<file path="src/rtl/pipe_ctrl_unit.sv">
// ID-stage control: opcode decode, load-use stall and branch flush sequencing.
// Optional perf counters (stall_cnt/flush_cnt) enabled by CTRL_PERF_CNT_EN.
module pipe_ctrl_unit #(
  parameter int OP_W         = 6,
  parameter int RA_W         = 5,
  parameter int LU_STALL_CYC = 1,
  parameter int BR_FLUSH_CYC = 1,
  parameter int CNT_W        = 16
) (
  input  logic            clk,
  input  logic            rst,
  input  logic [OP_W-1:0] op,
  input  logic [RA_W-1:0] ifid_rs,
  input  logic [RA_W-1:0] ifid_rt,
  input  logic            br_taken,
  input  logic            stall_in,
  output logic            pc_write,
  output logic            ifid_write,
  output logic            if_flush,
  output logic            idex_reg_dst,
  output logic            idex_alu_src,
  output logic            idex_mem_to_reg,
  output logic            idex_reg_write,
  output logic            idex_mem_read,
  output logic            idex_mem_write,
  output logic            idex_branch,
  output logic            idex_jump,
  output logic [1:0]      idex_alu_op,
  output logic [RA_W-1:0] idex_rt,
  output logic            idex_illegal
`ifdef CTRL_PERF_CNT_EN
  ,
  output logic [CNT_W-1:0] stall_cnt,
  output logic [CNT_W-1:0] flush_cnt
`endif
);

  typedef struct packed {
    logic       reg_dst;
    logic       alu_src;
    logic       mem_to_reg;
    logic       reg_write;
    logic       mem_read;
    logic       mem_write;
    logic       branch;
    logic       jump;
    logic [1:0] alu_op;
    logic       illegal;
  } ctrl_t;

  typedef enum logic [1:0] {
    RUN,
    STALL,
    FLUSH
  } state_t;

  localparam logic [OP_W-1:0] OP_R    = OP_W'(6'b000000);
  localparam logic [OP_W-1:0] OP_LW   = OP_W'(6'b100011);
  localparam logic [OP_W-1:0] OP_SW   = OP_W'(6'b101011);
  localparam logic [OP_W-1:0] OP_BEQ  = OP_W'(6'b000100);
  localparam logic [OP_W-1:0] OP_ADDI = OP_W'(6'b001000);
  localparam logic [OP_W-1:0] OP_J    = OP_W'(6'b000010);

  localparam logic [1:0] LU_INIT = 2'(LU_STALL_CYC - 1);
  localparam logic [1:0] BR_INIT = 2'(BR_FLUSH_CYC - 1);

  state_t     state;
  logic [1:0] cnt;
  ctrl_t      dec;
  ctrl_t      idex;
  logic       uses_rt;
  logic       hazard;
  logic       redirect;

  always_comb begin
    dec = '0;
    case (op)
      OP_R:    begin
        dec.reg_dst   = 1'b1;
        dec.reg_write = 1'b1;
        dec.alu_op    = 2'b10;
      end
      OP_LW:   begin
        dec.alu_src    = 1'b1;
        dec.mem_to_reg = 1'b1;
        dec.reg_write  = 1'b1;
        dec.mem_read   = 1'b1;
      end
      OP_SW:   begin
        dec.alu_src   = 1'b1;
        dec.mem_write = 1'b1;
      end
      OP_BEQ:  begin
        dec.branch = 1'b1;
        dec.alu_op = 2'b01;
      end
      OP_ADDI: begin
        dec.alu_src   = 1'b1;
        dec.reg_write = 1'b1;
      end
      OP_J:    dec.jump = 1'b1;
      default: dec.illegal = 1'b1;
    endcase
  end

  // Only R, sw and beq actually read rt as a source operand
  assign uses_rt  = (op == OP_R) || (op == OP_SW) || (op == OP_BEQ);
  assign hazard   = idex.mem_read && (idex_rt != '0) &&
                    ((idex_rt == ifid_rs) ||
                     ((idex_rt == ifid_rt) && uses_rt));
  assign redirect = ((op == OP_BEQ) && br_taken) || (op == OP_J);

  always_comb begin
    pc_write   = 1'b0;
    ifid_write = 1'b0;
    if_flush   = 1'b0;
    if (rst || stall_in) begin
      pc_write = 1'b0;
    end else if (state == STALL) begin
      pc_write = 1'b0;
    end else if (state == FLUSH) begin
      pc_write   = 1'b1;
      ifid_write = 1'b1;
      if_flush   = 1'b1;
    end else if (hazard) begin
      pc_write = 1'b0;
    end else begin
      pc_write   = 1'b1;
      ifid_write = 1'b1;
      if_flush   = redirect;
    end
  end

  always_ff @(posedge clk) begin
    if (rst) begin
      state   <= RUN;
      cnt     <= '0;
      idex    <= '0;
      idex_rt <= '0;
    end else if (!stall_in) begin
      idex_rt <= ifid_rt;
      case (state)
        RUN: begin
          if (hazard) begin
            idex <= '0;
            if (LU_STALL_CYC > 1) begin
              state <= STALL;
              cnt   <= LU_INIT;
            end
          end else begin
            idex <= dec;
            if (redirect && (BR_FLUSH_CYC > 1)) begin
              state <= FLUSH;
              cnt   <= BR_INIT;
            end
          end
        end
        default: begin
          idex <= '0;
          cnt  <= cnt - 2'd1;
          if (cnt == 2'd1) state <= RUN;
        end
      endcase
    end
  end

  assign idex_reg_dst    = idex.reg_dst;
  assign idex_alu_src    = idex.alu_src;
  assign idex_mem_to_reg = idex.mem_to_reg;
  assign idex_reg_write  = idex.reg_write;
  assign idex_mem_read   = idex.mem_read;
  assign idex_mem_write  = idex.mem_write;
  assign idex_branch     = idex.branch;
  assign idex_jump       = idex.jump;
  assign idex_alu_op     = idex.alu_op;
  assign idex_illegal    = idex.illegal;

`ifdef CTRL_PERF_CNT_EN
  logic stall_ev;

  assign stall_ev = !rst && !stall_in &&
                    ((state == STALL) || ((state == RUN) && hazard));

  always_ff @(posedge clk) begin
    if (rst) begin
      stall_cnt <= '0;
      flush_cnt <= '0;
    end else begin
      if (stall_ev && (stall_cnt != '1)) stall_cnt <= stall_cnt + 1'b1;
      if (if_flush && (flush_cnt != '1)) flush_cnt <= flush_cnt + 1'b1;
    end
  end
`endif

endmodule

</file>
<file path="config.mk">
export PLATFORM = sky130hd
export DESIGN_NAME = pipe_ctrl_unit
export DESIGN_NICKNAME = d
export VERILOG_FILES = /design/src/rtl/pipe_ctrl_unit.sv
export SDC_FILE = /design/constraint.sdc
export NUM_CORES = 1
export LEC_CHECK = 0
export CORE_MARGIN = 3
export CORE_UTILIZATION = 40
export DETAILED_ROUTE_END_ITERATION = 12
export PLACE_DENSITY_LB_ADDON = 0.1
export SLEW_MARGIN = 40
export SYNTH_ARGS = -nofsm -noshare
export SYNTH_HDL_FRONTEND = slang
export SYNTH_SLANG_ARGS = --single-unit
</file>
<file path="constraint.sdc">
create_clock -name clk -period 2 [get_ports clk]
set_clock_uncertainty 0.1 [all_clocks]
set_input_delay 0.2 -clock clk [delete_from_list [all_inputs] [get_ports clk]]
set_output_delay 0.2 -clock clk [all_outputs]
set_load 0.02 [all_outputs]
</file>
==> results of run 1 <==
cell families after synthesis:
kind of cell	after synthesis
adder cells (fa/ha/maj)	1
buffers and inverters	6
XOR/XNOR	10
AO/OA/AOI/OAI	20
flip-flops	15
AND/OR/NAND/NOR	39
multiplexers	5
synth_stat cells (2+ instances only):
master	instances	area share, %
a21oi_1	2	1.2
buf_4	2	1.7
dfxtp_1	15	35
mux2i_1	5	5.8
nand2_1	12	5.2
nand3_1	2	1.2
nand4_1	2	1.4
nor2_1	12	5.2
nor3_1	3	1.7
o211ai_1	2	1.7
o21ai_1	8	4.6
o31ai_2	3	4.3
xnor2_1	9	9.1
critical path, delay by kind of cell (launching register included):
family	cells	cell delay [ns]
DFF	1	0.32
AOI/OAI and AO/OA	2	0.30
buffers and inverters	1	0.16
and+or+nand+nor	2	0.69
worst paths after layout:
kind / start / to / slack [ns] / depth (start not counted)
hold reg to reg: idex_alu_op[1] / idex_alu_op[1] / 0.36 / 2
setup reg to reg: idex_rt[1] / idex_illegal / 0.17 / 6
setup / recovery: idex_rt[1] / if_flush / -0.08 / 5
hold / removal: idex_alu_op[1] / idex_alu_op[1] / 0.36 / 2
cell type report:
cell class	count	area, sq um	share of cell area, %
multi-input cells	75	582	38.3
repair buffers	64	569	37.5
flip-flops and latches	15	300	19.8
well taps	27	33.8	2.22
clock buffers	3	22.5	1.48
clock inverters	1	7.51	0.494
inverters	1	3.75	0.247
through the flow:
stage                     worst slack [ns]  hold slack [ns]  setup TNS (ns)
after CTS                          -0.0950            0.354          -0.281
after floorplan                    -0.0990            0.244         -0.0990
after global placement              -0.535            0.337           -1.69
after detailed placement            -0.552            0.345           -2.10
final                              -0.0820            0.358          -0.243
after global routing                -0.148            0.370          -0.431
layer usage:
metal	part of all wire (%)	vias to the layer above	global-route usage, %
li1	-	476	-
met1	41	423	21.9
met2	51	31	35.3
met3	6.5	3	5.41
met4	0.83	0	5.11
met5	0	-	0
cell usage in the layout, fill, tap and decap left out, drive strengths merged, types with 3 or more instances in the layout:
| cell | count |
|---|---|
| o211ai | 3 |
| xnor2 | 9 |
| nand2 | 12 |
| clkdlybuf4s50 | 33 |
| mux2i | 5 |
| nor3 | 3 |
| o21ai | 9 |
| dfxtp | 15 |
| clkbuf | 3 |
| nor2 | 12 |
| buf | 29 |
| o31ai | 4 |
repair_timing:
item                                    in CTS  in global routing
setup buffers                                4                  0
resized for setup                           21                  4
hold buffers                                 0                  0
endpoints found under the setup margin       3                  3
hold endpoints to repair                     0                  0
pin swaps                                    6                  2
power by group:
part           switching, mW  internal (mW)  leakage (nW)
Clock                  0.118         0.0763        0.0139
Sequential           0.00523          0.307         0.122
Combinational         0.0952          0.114         0.448
==> impl_metrics.ini, run 1 <==
[sta]
slew_headroom_pct = 76.1
period_minus_slack_ns = 2.08
hold_viol_final = 0
setup_violations = 3
rsz0062_at_grt = yes
slew_viol_final = 0
fmax_mhz = 480
period_share_pct = 104
fin_ws_ns = -0.0820
worstMarginPinSlew_ns = 0.358

[setup_path]
arrival_ns = 1.78
crit_path_max_fanout = 3
crit_chain = or4_4, o211ai_4, o21ai_4, nor3_2, buf_4
critPathLaunchType = flip-flop
cp.required_ns = 1.70
slowest_delay_ns = 0.57
path_class = reg -> out
cp_slowest_cell = or4_4
critPathCaptureType = output pin

[floorplanning]
die_y_microns = 52.5
io_pins = 39
start_util_pct = 43.1
core_region_area_sq_um = 2000
die_w_microns = 52.5
rows = 16
die_area_sq_um = 2750

[min_path]
hold_class = reg -> reg

[global_routing]
grt_util_all_layers_pct = 19.4
antenna_found_initial = 0
grt_pass1_vias = 917
grt_remaining_overflow = 0
grt_start_max_net_pins = 11
grt_pass1_wl_microns = 3930

[synthesis]
syn_area_sq_um = 863
synth_top_family_by_area = simple AND/OR/NAND/NOR gates
postSynthCellCount = 96
seq_area_frac_synth_pct = 34.8
synth_flop_cell = dfxtp_1
synth-edff-count = 0
syn_area_per_cell_sq_um = 8.99
ys_seq_elements = 15
synth_compound_area_share_pct = 18.1
muxShareOfSynthArea_pct = 5.80
synthArstFlopShare_pct = 0
syn_nets = 116
ys_types = 32
ys_warn_count = 0
synth-adder-area-share_pct = 1.16
synth_xor_area_share_pct = 10.1
synthSimpleGateAreaFrac_pct = 26.2

[clocking]
cts_tree = yes
cts_sinks = 15
clk_path_buf_depth = 2
numCtsBuffers = 3
htreeDepth = 1
cts_root_buf = clkbuf_4
clkLatencyLatePin_ns = 0.30
clkTransAtPathRegs_ns = 0.11

[final_layout]
final_area_sq_um = 1520
area_delta_synth_final_pct = 75.9
largest_register_ffs = 5
max_flop_register = idex_rt
fillers = 152
finalCoreUtilization_pct = 75.9
drive_gt1_share_pct = 30.2
antenna_cells = 0
fin_nets = 180
stdcell_count = 186

[detailed_routing]
via_per_inst = 5.02
dr.pass1.iters = 4
final_antenna_net_count = 0
wirelength_microns = 2410
via_count = 933
drt-initial-drc-count = 6
wl_per_cell_microns = 13.0
drcViolationCount = 0

[place]
dpl.hpwl_microns = 1880
port_buffers = 38
dp.cells = 178
globalplace.congestion = 0.799
place_area_sq_um = 1420

[power]
p_per_area_nw_per_um2 = 471
p_leak_nw = 0.584
ir_drop_v = 0.000360
power_uw = 716

[flow_run]
maxCapViolCount = 0

[outcome]
violations = setup timing
status = finished with violations
Note: power is estimated with default switching activity, not from simulation.
==> run 2: changes to the inputs <==
--- a/config.mk
+++ b/config.mk
@@ -8,7 +8,7 @@
 export CORE_MARGIN = 3
 export CORE_UTILIZATION = 40
 export DETAILED_ROUTE_END_ITERATION = 12
-export PLACE_DENSITY_LB_ADDON = 0.1
+export PLACE_DENSITY = 0.78
 export SLEW_MARGIN = 40
 export SYNTH_ARGS = -nofsm -noshare
 export SYNTH_HDL_FRONTEND = slang
==> run 2 against run 1 <==
  * The run still ends with setup timing left
  * Largest cell class unchanged
  * Routed wire length rose by 4.8%
  * Die area did not move
  * Maximum frequency grew 0.42%
  * Final cell count decreased by 0.54%
  * Global-route usage up 0.56 points
  * Utilization rose by 1.2 points
==> impl_metrics.ini, run 2 (synthesis gave the netlist of run 1 again) <==
[outcome]
status = finished with violations
violations = setup timing

[setup_path]
crit_start = idex_rt[1]
arrival_ns = 1.77
crit_chain = or4_4, o211ai_4, o21ai_4, nor2_2, buf_4
crit_path_max_fanout = 3
path_class = reg -> out
cp_slowest_cell = or4_4
critPathLaunchType = flip-flop
critPathCaptureType = output pin
slowest_delay_ns = 0.55
r2r_start = idex_rt[1]
path_buf_inv = 1
cpLargestDelayFamily = simple AND/OR/NAND/NOR gates
cp.required_ns = 1.70

[flow_run]
maxCapViolCount = 0

[floorplanning]
rows = 16
start_util_pct = 43.1
die_w_microns = 52.5
die_y_microns = 52.5
die_area_sq_um = 2750
core_region_area_sq_um = 2000
io_pins = 39

[clocking]
clk_path_buf_depth = 2
htreeDepth = 1
cts_sinks = 15
clkLatencyLatePin_ns = 0.30
clkTransAtPathRegs_ns = 0.10
numCtsBuffers = 3
cts_tree = yes
cts_root_buf = clkbuf_4

[sta]
slew_headroom_pct = 77.5
fin_ws_ns = -0.0734
rsz0062_at_grt = yes
fmax_mhz = 482
period_share_pct = 104
worstMarginPinSlew_ns = 0.336
period_minus_slack_ns = 2.07
setup_violations = 3
hold_viol_final = 0
slew_viol_final = 0

[final_layout]
fin_nets = 179
stdcell_count = 185
antenna_cells = 0
largest_register_ffs = 5
layout_common_cells = clkdlybuf4s50_1 (33), buf_4 (25), nand2_1 (12), dfxtp_1 (12), nor2_1 (11)
area_delta_synth_final_pct = 78.7
mostFrequentLayoutCell = clkdlybuf4s50_1
drive_gt1_share_pct = 32.3
max_flop_register = idex_rt

[detailed_routing]
via_count = 930
final_antenna_net_count = 0
drcViolationCount = 0
wirelength_microns = 2530
via_per_inst = 5.03
drt-initial-drc-count = 11
dr.pass1.iters = 4
wl_per_cell_microns = 13.7

[min_path]
hold_class = in -> reg
min-delay-start = ifid_rt[4]

[global_routing]
grt_util_all_layers_pct = 20.0
grt_start_max_net_pins = 11
grt_pass1_wl_microns = 4060
grt_pass1_vias = 990
antenna_found_initial = 0
grt_remaining_overflow = 0

[power]
p_per_area_nw_per_um2 = 471
ir_drop_v = 0.000411
power_uw = 726
p_leak_nw = 0.606

[place]
dpl.hpwl_microns = 1960
dp.cells = 179
port_buffers = 38
globalplace.congestion = 0.874
==> run 2: changes by cell type in the layout (fill, tap and decap cells not counted), moves of 2 or more <==
cell,change
buf_4,-3
xnor2_1,-2
dlygate4sd2_1,-2
dlymetal6s2s_1,+2
dfxtp_2,+3
buf_6,+2
dfxtp_1,-3
==> run 2: area by class of cell <==
type                       instances  area, sq um
multi-input combinational         75          594
timing repair buffer              63          577
sequential                        15          304
inverter                           1         3.75
clock buffer                       3         22.5
tap                               27         33.8
fill                             146          459
clock inverter                     1         7.51
==> run 2: worst register-to-register path: cells and delay by family, from the launching register on <==
family	cells	cell delay [ns]
AND/OR/NAND/NOR	1	0.55
AO/OA/AOI/OAI	3	0.60
buffers and inverters	1	0.17
flip-flops	1	0.33
==> run 2: routing by layer <==
layer / up-vias / track usage, % / wire length [microns]
li1: 466 / - / -
met1: 426 / 21.9 / 1010
met2: 35 / 34.9 / 1320
met3: 3 / 5.41 / 172
met4: 0 / 9.79 / 25
met5: - / 0 / 0
==> run 2: path summary, 6_finish.rpt <==
path                  endpoint  slack (ns)  depth (start not counted)
setup / recovery    ifid_write       -0.07                          5
hold / removal      idex_rt[4]        0.21                          3
setup reg to reg  idex_alu_src        0.15                          5
hold reg to reg    idex_branch        0.36                          2
==> run 2: where the power goes <==
part	switching, mW	internal (mW)	total [mW]	leakage (nW)
clock	0.115	0.0763	0.192	0.0139
sequential	0.00689	0.308	0.315	0.123
combinational	0.0967	0.123	0.219	0.469
total	0.219	0.507	0.726	0.606
==> run 2: metrics by stage <==
step | cell area (sq um) | setup TNS, ns | hold WS, ns | setup slack [ns] | utilization (%)
finish | 1540 | -0.193 | 0.206 | -0.0734 | 77.1
global route | 1540 | -0.422 | 0.212 | -0.171 | 77.1
CTS | 1470 | -0.227 | 0.359 | -0.0785 | 73.5
detailed placement | 1430 | -1.76 | 0.344 | -0.476 | 71.4
global placement | 1430 | -1.25 | 0.335 | -0.459 | 71.4
floorplan | 871 | -0.0990 | 0.244 | -0.0990 | -
==> run 2: timing repair <==
item | 4_1_cts | 5_1_grt
setup buffers | 1 | 1
hold buffers | 0 | 0
setup endpoints to repair | 3 | 3
pin swaps | 4 | 3
resized for setup | 18 | 13
==> run 3: changes to the inputs <==
--- a/config.mk
+++ b/config.mk
@@ -9,6 +9,7 @@
 export CORE_UTILIZATION = 40
 export DETAILED_ROUTE_END_ITERATION = 12
 export PLACE_DENSITY = 0.78
+export REMOVE_ABC_BUFFERS = 1
 export SLEW_MARGIN = 40
 export SYNTH_ARGS = -nofsm -noshare
 export SYNTH_HDL_FRONTEND = slang
==> run 3 against run 2 <==
  * The run still ends with setup timing left
  * Combinational power decreased by 2%
  * Final area decreased by 1.4%
  * Sequential power about the same
  * Worst hold slack improved by 0.074 ns
==> impl_metrics.ini, run 3 (synthesis gave the netlist of run 1 again) <==
[sta]
slew_headroom_pct = 56.4
rsz0062_at_grt = yes
fmax_mhz = 467
slew_viol_final = 0
fin_ws_ns = -0.142
worstMarginPinSlew_ns = 0.653
setup_violations = 3
hold_viol_final = 0
period_minus_slack_ns = 2.14
final.setup.tns_ns = -0.421
whs_ns = 0.280
period_share_pct = 107

[final_layout]
antenna_cells = 0
area_delta_synth_final_pct = 76.2
layout_common_cells = clkdlybuf4s50_1 (32), buf_4 (26), dfxtp_1 (15)
final_area_sq_um = 1520
mostFrequentLayoutCell = clkdlybuf4s50_1
largest_register_ffs = 5
stdcell_count = 184
finalCoreUtilization_pct = 76.0
max_flop_register = idex_rt
drive_gt1_share_pct = 29.9
fin_nets = 178

[global_routing]
grt_pass1_vias = 941
grt_pass1_wl_microns = 3910
grt_start_max_net_pins = 11
grt_util_all_layers_pct = 19.6
antenna_found_initial = 0
grt_remaining_overflow = 0

[floorplanning]
core_region_area_sq_um = 2000
die_y_microns = 52.5
die_w_microns = 52.5
io_pins = 39
rows = 16
start_util_pct = 43.1
die_area_sq_um = 2750

[clocking]
numCtsBuffers = 3
clk_path_buf_depth = 2
htreeDepth = 1
clkLatencyLatePin_ns = 0.30
cts_tree = yes
cts_sinks = 15
cts_root_buf = clkbuf_4
clkTransAtPathRegs_ns = 0.10

[power]
ir_drop_v = 0.000318
power_uw = 721
p_leak_nw = 0.601
p_per_area_nw_per_um2 = 474

[setup_path]
path_class = reg -> out
arrival_ns = 1.84
cp.required_ns = 1.70
crit_path_max_fanout = 3
critPathCaptureType = output pin
critPathLaunchType = flip-flop
cp_slowest_cell = or4_4
crit_chain = or4_4, o211ai_4, o21ai_4, nor3_2, buf_4
slowest_delay_ns = 0.57

[detailed_routing]
via_per_inst = 5.12
wirelength_microns = 2510
wl_per_cell_microns = 13.6
dr.pass1.iters = 4
drt-initial-drc-count = 17
final_antenna_net_count = 0
drcViolationCount = 0
via_count = 942

[place]
port_buffers = 38
pre_cts_ws_ns = -0.669
dp.cells = 179
place_area_sq_um = 1420
dpl.hpwl_microns = 2010
globalplace.congestion = 0.938

[outcome]
status = finished with violations
violations = setup timing

[min_path]
hold_class = in -> reg

[flow_run]
maxCapViolCount = 0
[run 3: path summary, 6_finish.rpt]
kind / end / start / cells after the start / slack, ns
worst max register to register: idex_illegal / idex_rt[1] / 6 / 0.11
worst max-delay path: if_flush / idex_rt[1] / 5 / -0.14
worst min-delay path: idex_alu_op[1] / op[1] / 4 / 0.28
worst min register to register: idex_alu_op[0] / idex_alu_op[0] / 2 / 0.35
[run 3: layout make-up]
| class | count | area [sq um] |
|---|---|---|
| clock buffer | 3 | 22.5 |
| clock inverter | 1 | 7.51 |
| fill | 144 | 480 |
| inverter | 1 | 3.75 |
| multi-input combinational | 75 | 589 |
| sequential | 15 | 300 |
| tap | 27 | 33.8 |
| timing repair buffer | 62 | 564 |
[run 3: where the power goes]
group          leakage [nW]  switching (mW)  internal (mW)
combinational         0.464          0.0975          0.118
clock                0.0139           0.116         0.0763
sequential            0.122         0.00602          0.307
[run 3: layer usage]
metal	share of wire [%]	global-route usage, %	up-vias
met2	49	34.5	44
met1	41	21.1	425
li1	-	-	465
met5	0	0	-
met4	2.7	8.94	0
met3	7.3	5.98	8
[run 3: what timing repair did]
action	in CTS	in global routing
buffers inserted	0	1
hold buffers	0	0
setup endpoints to repair	3	3
resized for setup	18	12
gates cloned	0	0
pin swaps	1	6
[run 3: critical path, delay by kind of cell, from the launching register on]
family,cells,cell delay [ns]
buf+inv,1,0.16
flops,1,0.32
compound gates,2,0.35
simple gates,2,0.70
